--- src/rtl/mem_delay_queue.sv ---
// Slow-memory model: an in-order request delay queue with optional LFSR jitter,
// a fixed-latency response pipe, and drop/overflow statistics.
package mem_delay_queue_pkg;
  typedef struct packed {
    logic        valid;
    logic        write;
    logic [31:0] addr;
    logic [31:0] data;
  } memory_io_req;

  typedef struct packed {
    logic        valid;
    logic [31:0] data;
  } memory_io_rsp;

  localparam memory_io_req memory_io_no_req = '0;
  localparam memory_io_rsp memory_io_no_rsp = '0;
endpackage

module mem_delay_queue
  import mem_delay_queue_pkg::*;
#(
  parameter int          DEPTH       = 4,
  parameter int          REQ_DELAY   = 4,
  parameter int          RSP_DELAY   = 0,
  parameter int          JITTER_EN   = 0,
  parameter int          JITTER_BITS = 2,
  parameter logic [15:0] LFSR_SEED   = 16'hACE1
) (
  input  logic                   clk_i,
  input  logic                   rst_ni,
  input  memory_io_req           from_core_i,
  output memory_io_rsp           to_core_o,
  output memory_io_req           to_memory_o,
  input  memory_io_rsp           from_memory_i,
  input  logic                   stat_clear_i,
  output logic [$clog2(DEPTH):0] occupancy_o,
  output logic                   full_o,
  output logic                   overflow_o,
  output logic [15:0]            drop_count_o
);

  localparam int PW      = (DEPTH > 1) ? $clog2(DEPTH) : 1;
  localparam int OW      = $clog2(DEPTH) + 1;
  localparam int MAX_CNT = REQ_DELAY + ((JITTER_EN != 0) ? ((1 << JITTER_BITS) - 1) : 0);
  localparam int CW      = (MAX_CNT > 1) ? $clog2(MAX_CNT + 1) : 1;

  memory_io_req  entry_q [DEPTH];
  logic [CW-1:0] cnt_q   [DEPTH];
  logic [PW-1:0] head_q, head_d;
  logic [PW-1:0] tail_q, tail_d;
  logic [OW-1:0] occ_q, occ_d;
  logic [15:0]   lfsr_q, lfsr_d;
  logic          ovf_q, ovf_d;
  logic [15:0]   drop_q, drop_d;
  logic          pop, push, drop;
  logic [CW-1:0] cnt_load;
  logic          lfsr_fb;

  function automatic logic [PW-1:0] nextPtr(input logic [PW-1:0] p);
    if (p == PW'(DEPTH - 1)) return '0;
    return p + 1'b1;
  endfunction

  assign full_o = (occ_q == OW'(DEPTH));

  always_comb begin
    pop      = (occ_q != '0) && (cnt_q[head_q] == '0);
    push     = from_core_i.valid && (!full_o || pop);
    drop     = from_core_i.valid && !push;
    head_d   = pop  ? nextPtr(head_q) : head_q;
    tail_d   = push ? nextPtr(tail_q) : tail_q;
    occ_d    = occ_q;
    if (push && !pop) occ_d = occ_q + 1'b1;
    if (pop && !push) occ_d = occ_q - 1'b1;
    cnt_load = CW'(REQ_DELAY);
    if (JITTER_EN != 0) cnt_load = cnt_load + CW'(lfsr_q[JITTER_BITS-1:0]);
    lfsr_fb  = lfsr_q[0] ^ lfsr_q[2] ^ lfsr_q[3] ^ lfsr_q[5];
    lfsr_d   = push ? {lfsr_fb, lfsr_q[15:1]} : lfsr_q;
    // A drop wins over a simultaneous clear so the event is never lost.
    ovf_d    = stat_clear_i ? 1'b0 : ovf_q;
    drop_d   = stat_clear_i ? 16'h0000 : drop_q;
    if (drop) begin
      ovf_d = 1'b1;
      if (drop_d != 16'hFFFF) drop_d = drop_d + 16'h0001;
    end
  end

  always_ff @(posedge clk_i or negedge rst_ni) begin
    if (!rst_ni) begin
      head_q <= '0;
      tail_q <= '0;
      occ_q  <= '0;
      lfsr_q <= LFSR_SEED;
      ovf_q  <= 1'b0;
      drop_q <= 16'h0000;
    end else begin
      head_q <= head_d;
      tail_q <= tail_d;
      occ_q  <= occ_d;
      lfsr_q <= lfsr_d;
      ovf_q  <= ovf_d;
      drop_q <= drop_d;
    end
  end

  always_ff @(posedge clk_i or negedge rst_ni) begin
    if (!rst_ni) begin
      for (int i = 0; i < DEPTH; i++) begin
        entry_q[i] <= memory_io_no_req;
        cnt_q[i]   <= '0;
      end
    end else begin
      for (int i = 0; i < DEPTH; i++) begin
        if (push && (tail_q == PW'(i))) begin
          entry_q[i] <= from_core_i;
          cnt_q[i]   <= cnt_load;
        end else if (cnt_q[i] != '0) begin
          cnt_q[i] <= cnt_q[i] - 1'b1;
        end
      end
    end
  end

  assign to_memory_o  = pop ? entry_q[head_q] : memory_io_no_req;
  assign occupancy_o  = occ_q;
  assign overflow_o   = ovf_q;
  assign drop_count_o = drop_q;

  // Responses are never stalled; a nonzero delay is a plain shift register.
  if (RSP_DELAY == 0) begin : g_rsp_comb
    assign to_core_o = from_memory_i.valid ? from_memory_i : memory_io_no_rsp;
  end else begin : g_rsp_pipe
    memory_io_rsp pipe_q [RSP_DELAY];

    always_ff @(posedge clk_i or negedge rst_ni) begin
      if (!rst_ni) begin
        for (int i = 0; i < RSP_DELAY; i++) pipe_q[i] <= memory_io_no_rsp;
      end else begin
        pipe_q[0] <= from_memory_i.valid ? from_memory_i : memory_io_no_rsp;
        for (int i = 1; i < RSP_DELAY; i++) pipe_q[i] <= pipe_q[i-1];
      end
    end

    assign to_core_o = pipe_q[RSP_DELAY-1];
  end

endmodule
--- config.mk ---
export PLATFORM = sky130hd
export DESIGN_NAME = mem_delay_queue
export DESIGN_NICKNAME = d
export VERILOG_FILES = /design/src/rtl/mem_delay_queue.sv
export SDC_FILE = /design/constraint.sdc
export NUM_CORES = 1
export LEC_CHECK = 0
export ABC_AREA = 1
export CORE_MARGIN = 2
export CORE_UTILIZATION = 59
export DETAILED_ROUTE_END_ITERATION = 12
export GPL_TIMING_DRIVEN = 0
export PLACE_DENSITY_LB_ADDON = 0.05
export RECOVER_POWER = 50
export SETUP_SLACK_MARGIN = 0.3
export SLEW_MARGIN = 5
export SYNTH_ARGS = -nofsm -noshare
export SYNTH_HDL_FRONTEND = slang
export SYNTH_SLANG_ARGS = --single-unit
--- constraint.sdc ---
create_clock -name clk_i -period 6 [get_ports clk_i]
set_input_delay 1.5 -clock clk_i [delete_from_list [all_inputs] [get_ports clk_i]]
set_output_delay 1.5 -clock clk_i [all_outputs]
set_load 0.01 [all_outputs]
Word-level counts from Yosys, hierarchy flattened:

Index checks and enable logic that the tools add are counted.

* add/subtract/negate cells: 9
* order comparisons: 1
* equal/unequal tests: 6
* multiplexer cells: 29
* bitwise gates (word level): 1
* reduce and logical (&&, ||, !) cells: 26

Operator list (count)
* 66-bit two-way mux: 3
* 66-bit binary-select mux with 2-bit select: 1
* 16-bit two-way mux: 3
* 3-bit two-way mux: 12
* 33-bit two-way mux: 1
* 16-bit by 1-bit adder with 16-bit output (second input constant): 1
* 16-bit != test (second input constant): 1
* 3-bit nonzero test: 5
* 3-bit by 1-bit subtractor with 3-bit output (second input constant): 5
* 2-bit nonzero test: 6
* 1-bit logical AND: 9
* 2-bit two-way mux: 4
* 3-bit binary-select mux with 2-bit select: 1
* 2-bit equality test (second input constant): 3
* 2-bit by 1-bit adder with 2-bit output (second input constant): 2
* 1-bit two-way mux: 4
* 3-bit by 1-bit adder with 3-bit output (second input constant): 1
* 3-bit equality test (second input constant): 1
* 3-bit >= comparator (second input constant): 1
* 1-bit zero test: 3
* 3-bit zero test: 1
* 2-bit NOT with 3-bit output: 1
* 2-bit by 1-bit equality test with 1-bit output (second input constant): 1
* 2-bit zero test: 1
* 1-bit logical OR: 1

* register bits: 300
* input bits: 102
* output and inout port bits: 120
* logic and storage cells: 97

Logic depth before layout (Yosys ltp):

Gate-level depths: netlist (run 1).

* depth in word-level cells: 11
* depth in mapped cells: 13
* depth with buffers taken out: 13

Worst setup path after synthesis (run 1):

Ideal clock, no wire load.

* path kind: input -> output
* start: input port from_memory_i[32] (netlist name)
* end: output port to_core_o[10] (netlist name)
* arrival time: 1.908 ns
* required time: 4.500 ns
* setup slack: 2.592 ns
* stages: 3
* path buffers: 1
* cell sequence: clkbuf_1 -> nand2_1 -> inv_1

RTL lines
* start: declaration: line 35 `input memory_io_rsp from_memory_i,`
* end: declaration: line 33 `output memory_io_rsp to_core_o,`

==> summary.md, run 1 <==
| Metric | Value |
|---|---|
| Number of vias per cell | 5.564 |
| Synth Net Count | 2,009 |
| Most common cell after layout, fill and taps aside | nand2_1 |
| Max_slew headroom | -0.8315 |
| CP startpoint kind | flip-flop |
| CTS tree | done |
| Met2 usage | 0.5311 |
| Worst-Skew Late Latency | 570 ps |
| Pins Over Slew Limit | 104 |
| Total Power | 9648 uW |
| Vias | 13,888 |
| Post-CTS Setup Bufs | 0 |
| Leakage power | 0.008840 uW |
| CP Cell Sequence | clkbuf_1 -> nor2_1 -> nand2_1 -> nand3_1 -> nand3_1 -> buf_2 -> buf_1 -> a21oi_1 -> clkdlybuf4s50_1 |
| DRT Pass-1 Iters | 5 |
| Yosys top cell area share | 0.5139 |
| Row count | 57 |
| Layout Nets | 2,265 |
| ANT nets after route | 0 |
| Bufs on Longest Clock Path | 3 |
| Gr ovfl total | 0 |
| Arr. time, crit path | 3610 ps |
| Top Ports | 222 |
| GR peak layer | met2 |
| Main area contributors after synthesis | dfrtp_1, nand2_1, o21ai_0, a21oi_1, inv_1 |
| Number of global-route vias before repair | 13,578 |
| Largest net degree at the start of global routing | 106 |
| Most frequent cells in the layout | nand2_1, dfrtp_1, o21ai_0 |
| Port-buffer cells | 221 |
| CP max stage delay | 520 ps |
| Post-route clock period utilization | 0.8510 |
| CTS Root Cell | clkbuf_16 |
| Worst-path fanout max | 10 |
| Reg clk slew, reported paths | 60 ps |
| Max VDD drop | 325.7 uV |
| Buf/Inv on CP | 4 |
| Slowest CP cell | clkdlybuf4s50_1 |
| TritonCTS buffer count | 31 |
| Total Die Area | 26,030 um2 |
| Total of max-cap violations | 1 |
| Failing checks | max-capacitance violations, max-slew violations |
| Skew final | 23.41 ps |
| DRC violations left | 0 |
| Number of H-tree levels | 1 |
| Initial Util | 0.6007 |
| Met3 usage | 0.04777 |
| First-pass GRT wire length | 68,460 um |
| Core area | 24,320 um2 |
| Fill cell count | 1,837 |
| DRT iter0 DRCs | 1,242 |
| Mapped Avg Cell Area | 7.721 um2 |
| Hold_buf cts | 0 |
| Chip width | 161.4 um |
| Area of the mapped netlist | 14,610 um2 |
| Distinct cells, synth | 31 |
| Die Height | 161.4 um |
| Setup violators final | 0 |
| Area delta synth->final | 25.07% |
| Actual slew at the worst max-slew pin | 2747 ps |
| Routed WL per cell | 17.01 um |
| Dpl cells | 2,439 |
| Final Hold Viols | 0 |
| Final Non-Filler Cells | 2,496 |
| Dpl ws | 1279 ps |
| Sink Count | 300 |
| Outcome | complete, but fails checks |
| Cells after synthesis | 1,892 |
| Initial antenna violation count | 1 |
| Total global-route track usage | 0.3256 |
| Setup crit end kind | primary output |
| Fmax | 0.1958 GHz |
| WL final | 42,460 um |
| Fraction of layout cells with a size suffix above 1 | 0.04698 |
| Placer Congestion | 0.8550 |
| Worst EP required | 4500 ps |
| # resized after CTS | 0 |
| Seq/Total Area, Yosys | 0.5139 |
| RSZ-0062 raised after global routing | no |
| Yosys warning total | 0 |
| Hold Path Class | flip-flop to flip-flop |
| Cell area power density | 528.1 nW/um2 |
| Final min period | 5106 ps |
| Post-DP HPWL | 28,820 um |
| Met1 usage | 0.4546 |
| Post-synthesis register bit count | 300 |
| Reg-to-reg slack, setup | 2420 ps |
| Worst setup margin | 894.0 ps |
| Yosys top cell by area | dfrtp_1 |
| Cell family with most CP delay | buffers and inverters |
| Most frequent cell on the critical path | nand3_1 |
| Crit Path Class | flip-flop to primary output |
| Post-layout util | 0.7512 |
Yosys cell counts:
cell / number
a21oi_1: 202
a21oi_4: 1
buf_1: 10
buf_2: 16
buf_4: 28
buf_6: 4
clkbuf_1: 56
clkinv_1: 1
dfrtp_1: 300
fa_1: 1
ha_1: 14
inv_1: 226
inv_2: 2
nand2_1: 629
nand2_2: 4
nand2_4: 1
nand3_1: 31
nand3_2: 2
nand3_4: 1
nand4_1: 12
nor2_1: 39
nor2_2: 2
nor2_4: 2
nor3_1: 5
nor3_2: 1
o211ai_1: 4
o21ai_0: 244
o21ai_1: 44
or2_2: 2
xnor2_1: 2
xor2_1: 6
flip-flops by register name, summed over array words and instances, names as in the netlist:
name,flops
tail_q,2
drop_count_o,16
head_q,2
overflow_o,1
cnt_q,12
entry_q,264
occupancy_o,3
worst register-to-register path, cell delays in order (launching register included):
cell	delay, ps
dfrtp_1	380
clkbuf_1	510
nand3_1	150
nand3_1	150
nand3_1	240
nand2_2	140
nand2_1	150
nor2_1	340
clkbuf_1	690
clkbuf_1	500
nand2_1	110
o21ai_1	120
final timing paths:
path,start,cells past startpoint,end
max,head_q[0]$_DFFE_PN0P_,9,to_memory_o[43]
min in group asynchronous,rst_ni,1,entry_q[216]$_DFFE_PN0P_
max in group asynchronous,rst_ni,1,entry_q[3]$_DFFE_PN0P_
min reg2reg,entry_q[56]$_DFFE_PN0P_,2,entry_q[56]$_DFFE_PN0P_
min,entry_q[56]$_DFFE_PN0P_,2,entry_q[56]$_DFFE_PN0P_
max reg2reg,head_q[0]$_DFFE_PN0P_,11,entry_q[141]$_DFFE_PN0P_
through the flow:
step                hold slack, ps  cell area, um2  TNS [ps]
detailed placement           441.0           17290         0
CTS                          468.1           18370         0
floorplan                    422.3           14610         0
global placement             437.1           17230  -2851570
global route                 481.7           18270         0
finish                       464.3           18270         0
final cells by class:
class / instances / area [um2] / share of cell area
clock inverters: 10 / 136.4 / 0.007465
inverters: 229 / 859.6 / 0.04705
plain buffers: 114 / 538.0 / 0.02945
clock buffers: 46 / 952.2 / 0.05212
flip-flops and latches: 300 / 7507 / 0.4109
well taps: 324 / 405.4 / 0.02219
repair buffers: 223 / 2262 / 0.1238
multi-input cells: 1249 / 5607 / 0.3069
diodes: 1 / 2.502 / 0.0001370
report_power, final:
part / internal (uW) / switching [uW] / total, uW
logic: 1590 / 2720 / 4310
registers: 2930 / 370 / 3300
clock network: 1220 / 813 / 2030
cells by family (layout without fill, tap and decap cells):
logic type | count (synthesis) | count (layout) | synth area share
other | 0 | 1 | 0
adders and majority gates | 15 | 15 | 0.01336
buffers and inverters | 343 | 622 | 0.09876
AOI/OAI and AO/OA | 495 | 495 | 0.1710
DFF | 300 | 300 | 0.5139
and+or+nand+nor | 731 | 731 | 0.1981
xor gates and xnor gates | 8 | 8 | 0.004797
metal layers:
metal  routed length, um  part of all wire  vias to the layer above
met5                   0                 0                        -
met4                 981             0.023                        0
met3                3356             0.079                       75
met2               20260              0.48                      631
met1               17860              0.42                     6692
li1                    -                 -                     6490
(Power assumes the default switching activity.)
==> run 2: changes to the inputs <==
--- a/config.mk
+++ b/config.mk
@@ -6,6 +6,7 @@
 export NUM_CORES = 1
 export LEC_CHECK = 0
 export ABC_AREA = 1
+export CORE_ASPECT_RATIO = 2
 export CORE_MARGIN = 2
 export CORE_UTILIZATION = 59
 export DETAILED_ROUTE_END_ITERATION = 12
@@ -13,6 +14,7 @@
 export PLACE_DENSITY_LB_ADDON = 0.05
 export RECOVER_POWER = 50
 export SETUP_SLACK_MARGIN = 0.3
+export SKIP_CTS_REPAIR_TIMING = 1
 export SLEW_MARGIN = 5
 export SYNTH_ARGS = -nofsm -noshare
 export SYNTH_HDL_FRONTEND = slang
==> run 2 against run 1 <==
  * The run still ends with max-capacitance violations, max-slew violations left
  * Routed wire length up 1.4%
  * Setup slack got worse by 230 ps
  * Clock-buffer cell count is 13 lower
  * First-iteration DRC count increased by 0.24%
  * Largest cell class unchanged
  * Largest power group unchanged
==> summary.md, run 2 (synthesis gave the netlist of run 1 again) <==
| Metric | Value |
|---|---|
| Outcome | complete, but fails checks |
| Failing checks | max-capacitance violations, max-slew violations |
| Total Power | 9353 uW |
| Initial Util | 0.5981 |
| Total of max-cap violations | 1 |
| Largest net degree at the start of global routing | 109 |
| Antenna Cells | 0 |
| Design area | 18,050 um2 |
| Max_slew headroom | -0.6082 |
| Skew final | 10.77 ps |
| Post-DP HPWL | 29,900 um |
| WHS | 462.4 ps |
| Number of H-tree levels | 1 |
| Most common cell after layout, fill and taps aside | nand2_1 |
| Layout Nets | 2,260 |
| Most frequent cells in the layout | nand2_1, dfrtp_1, o21ai_0 |
| Cell area power density | 518.2 nW/um2 |
| Met1 usage | 0.3807 |
| First-pass GRT wire length | 69,230 um |
| Final Hold Viols | 0 |
| Worst setup margin | 659.6 ps |
| Int Power | 5480 uW |
| Placer Congestion | 0.8973 |
| Fill cell count | 1,966 |
| Met2 usage | 0.5996 |
| Die Height | 226.5 um |
| Arr. time, crit path | 3840 ps |
| CTS tree | done |
| Vias | 13,870 |
| Port-buffer cells | 221 |
| Reg clk slew, reported paths | 70 ps |
| Leakage power | 0.008720 uW |
| RSZ-0062 raised after global routing | no |
| Final min period | 5340 ps |
| TritonCTS buffer count | 26 |
| Routed WL per cell | 17.28 um |
| Fmax | 0.1873 GHz |
| Reg power frac | 0.354 |
| CTS Root Cell | clkbuf_16 |
| Total global-route track usage | 0.3354 |
| Placed inst area | 17,300 um2 |
| Number of global-route vias before repair | 13,998 |
| Worst-Skew Late Latency | 550 ps |
| GR peak layer | met2 |
| Total Die Area | 26,110 um2 |
| Dpl ws | 1368 ps |
| Worst EP required | 4500 ps |
| Met3 usage | 0.04464 |
| DRC violations left | 0 |
| Fraction of layout cells with a size suffix above 1 | 0.04213 |
| Core area | 24,420 um2 |
| Worst-path fanout max | 10 |
| Sink Count | 300 |
| Crit Path Class | flip-flop to primary output |
| Pins Over Slew Limit | 90 |
| Top Ports | 222 |
| Switching power | 3873 uW |
| Setup violators final | 0 |
| Row count | 81 |
| Sw frac | 0.4141 |
| Clock power share | 0.184 |
| Reg with most FFs | entry_q |
| Setup crit end kind | primary output |
| Max VDD drop | 350.8 uV |
| ANT nets after route | 0 |
| DRT Pass-1 Iters | 6 |
| Post-layout util | 0.7389 |
| CP startpoint kind | flip-flop |
| Bufs on Longest Clock Path | 3 |
| Number of vias per cell | 5.566 |
| Max reg flops | 264 |
| Reg-to-reg slack, setup | 2210 ps |
| Gr ovfl total | 0 |
| Area delta synth->final | 23.55% |
| WL final | 43,070 um |
| Initial antenna violation count | 1 |
| Gate power share | 0.462 |
| Chip width | 115.3 um |
| Hold Path Class | flip-flop to flip-flop |
| DRT iter0 DRCs | 1,245 |
| Actual slew at the worst max-slew pin | 2412 ps |
| Post-route clock period utilization | 0.8901 |
==> run 2: cell types whose count changed in the layout (fill, tap and decap cells not counted), moves of 2 or more <==
cell / before / now
clkbuf_16: 31 / 27
o21ai_0: 250 / 253
buf_2: 13 / 11
clkinv_2: 4 / 7
o21ai_1: 38 / 35
inv_6: 2 / 0
clkbuf_8: 12 / 4
==> run 2: path summary, 6_finish.rpt <==
path / from / endpoint / cells after the start
setup / recovery: head_q[0]$_DFFE_PN0P_ / to_memory_o[35] / 9
hold / removal: entry_q[197]$_DFFE_PN0P_ / entry_q[197]$_DFFE_PN0P_ / 2
setup reg to reg: head_q[0]$_DFFE_PN0P_ / entry_q[178]$_DFFE_PN0P_ / 11
hold reg to reg: entry_q[197]$_DFFE_PN0P_ / entry_q[197]$_DFFE_PN0P_ / 2
max in group asynchronous: rst_ni / entry_q[107]$_DFFE_PN0P_ / 2
min in group asynchronous: rst_ni / drop_count_o[8]$_DFF_PN0_ / 1
==> run 2: metrics by stage <==
step                setup TNS (ps)  cells
finish                           0   2492
global route                     0   2492
CTS                              0   2492
detailed placement               0   2447
global placement          -2827210   2445
floorplan                        0   1892
==> run 2: layout make-up <==
type / instances / area (um2) / share of cell area
Clock buffer: 33 / 738.2 / 0.04090
Tap cell: 332 / 415.4 / 0.02302
Sequential cell: 300 / 7507 / 0.4159
Clock inverter: 12 / 120.1 / 0.006655
Inverter: 229 / 859.6 / 0.04763
Multi-Input combinational cell: 1249 / 5607 / 0.3106
Timing Repair Buffer: 223 / 2262 / 0.1253
Buffer: 114 / 539.3 / 0.02988
==> run 2: power groups by stage <==
stage	Sequential [uW]	Clock (uW)	Combinational (uW)
after detailed placement	3330	0	4290
after CTS	3300	1730	4350
after global routing	3390	1800	4820
final	3310	1720	4320
after floorplan	3230	0	2650
after global placement	3310	0	4170
==> run 2: per-layer routing <==
layer,up-vias,routed length (um)
li1,6475,-
met1,6620,15520
met2,617,22550
met3,156,2637
met4,2,2344
met5,-,13
==> run 2: critical path, stage by stage (launching register included) <==
cell and delay (ps):
dfrtp_1 380, clkbuf_1 600, nor2_1 100, nand2_1 150, nand3_2 130, nand3_1 400
buf_2 380, buf_1 510, a21oi_1 130, clkdlybuf4s50_1 510
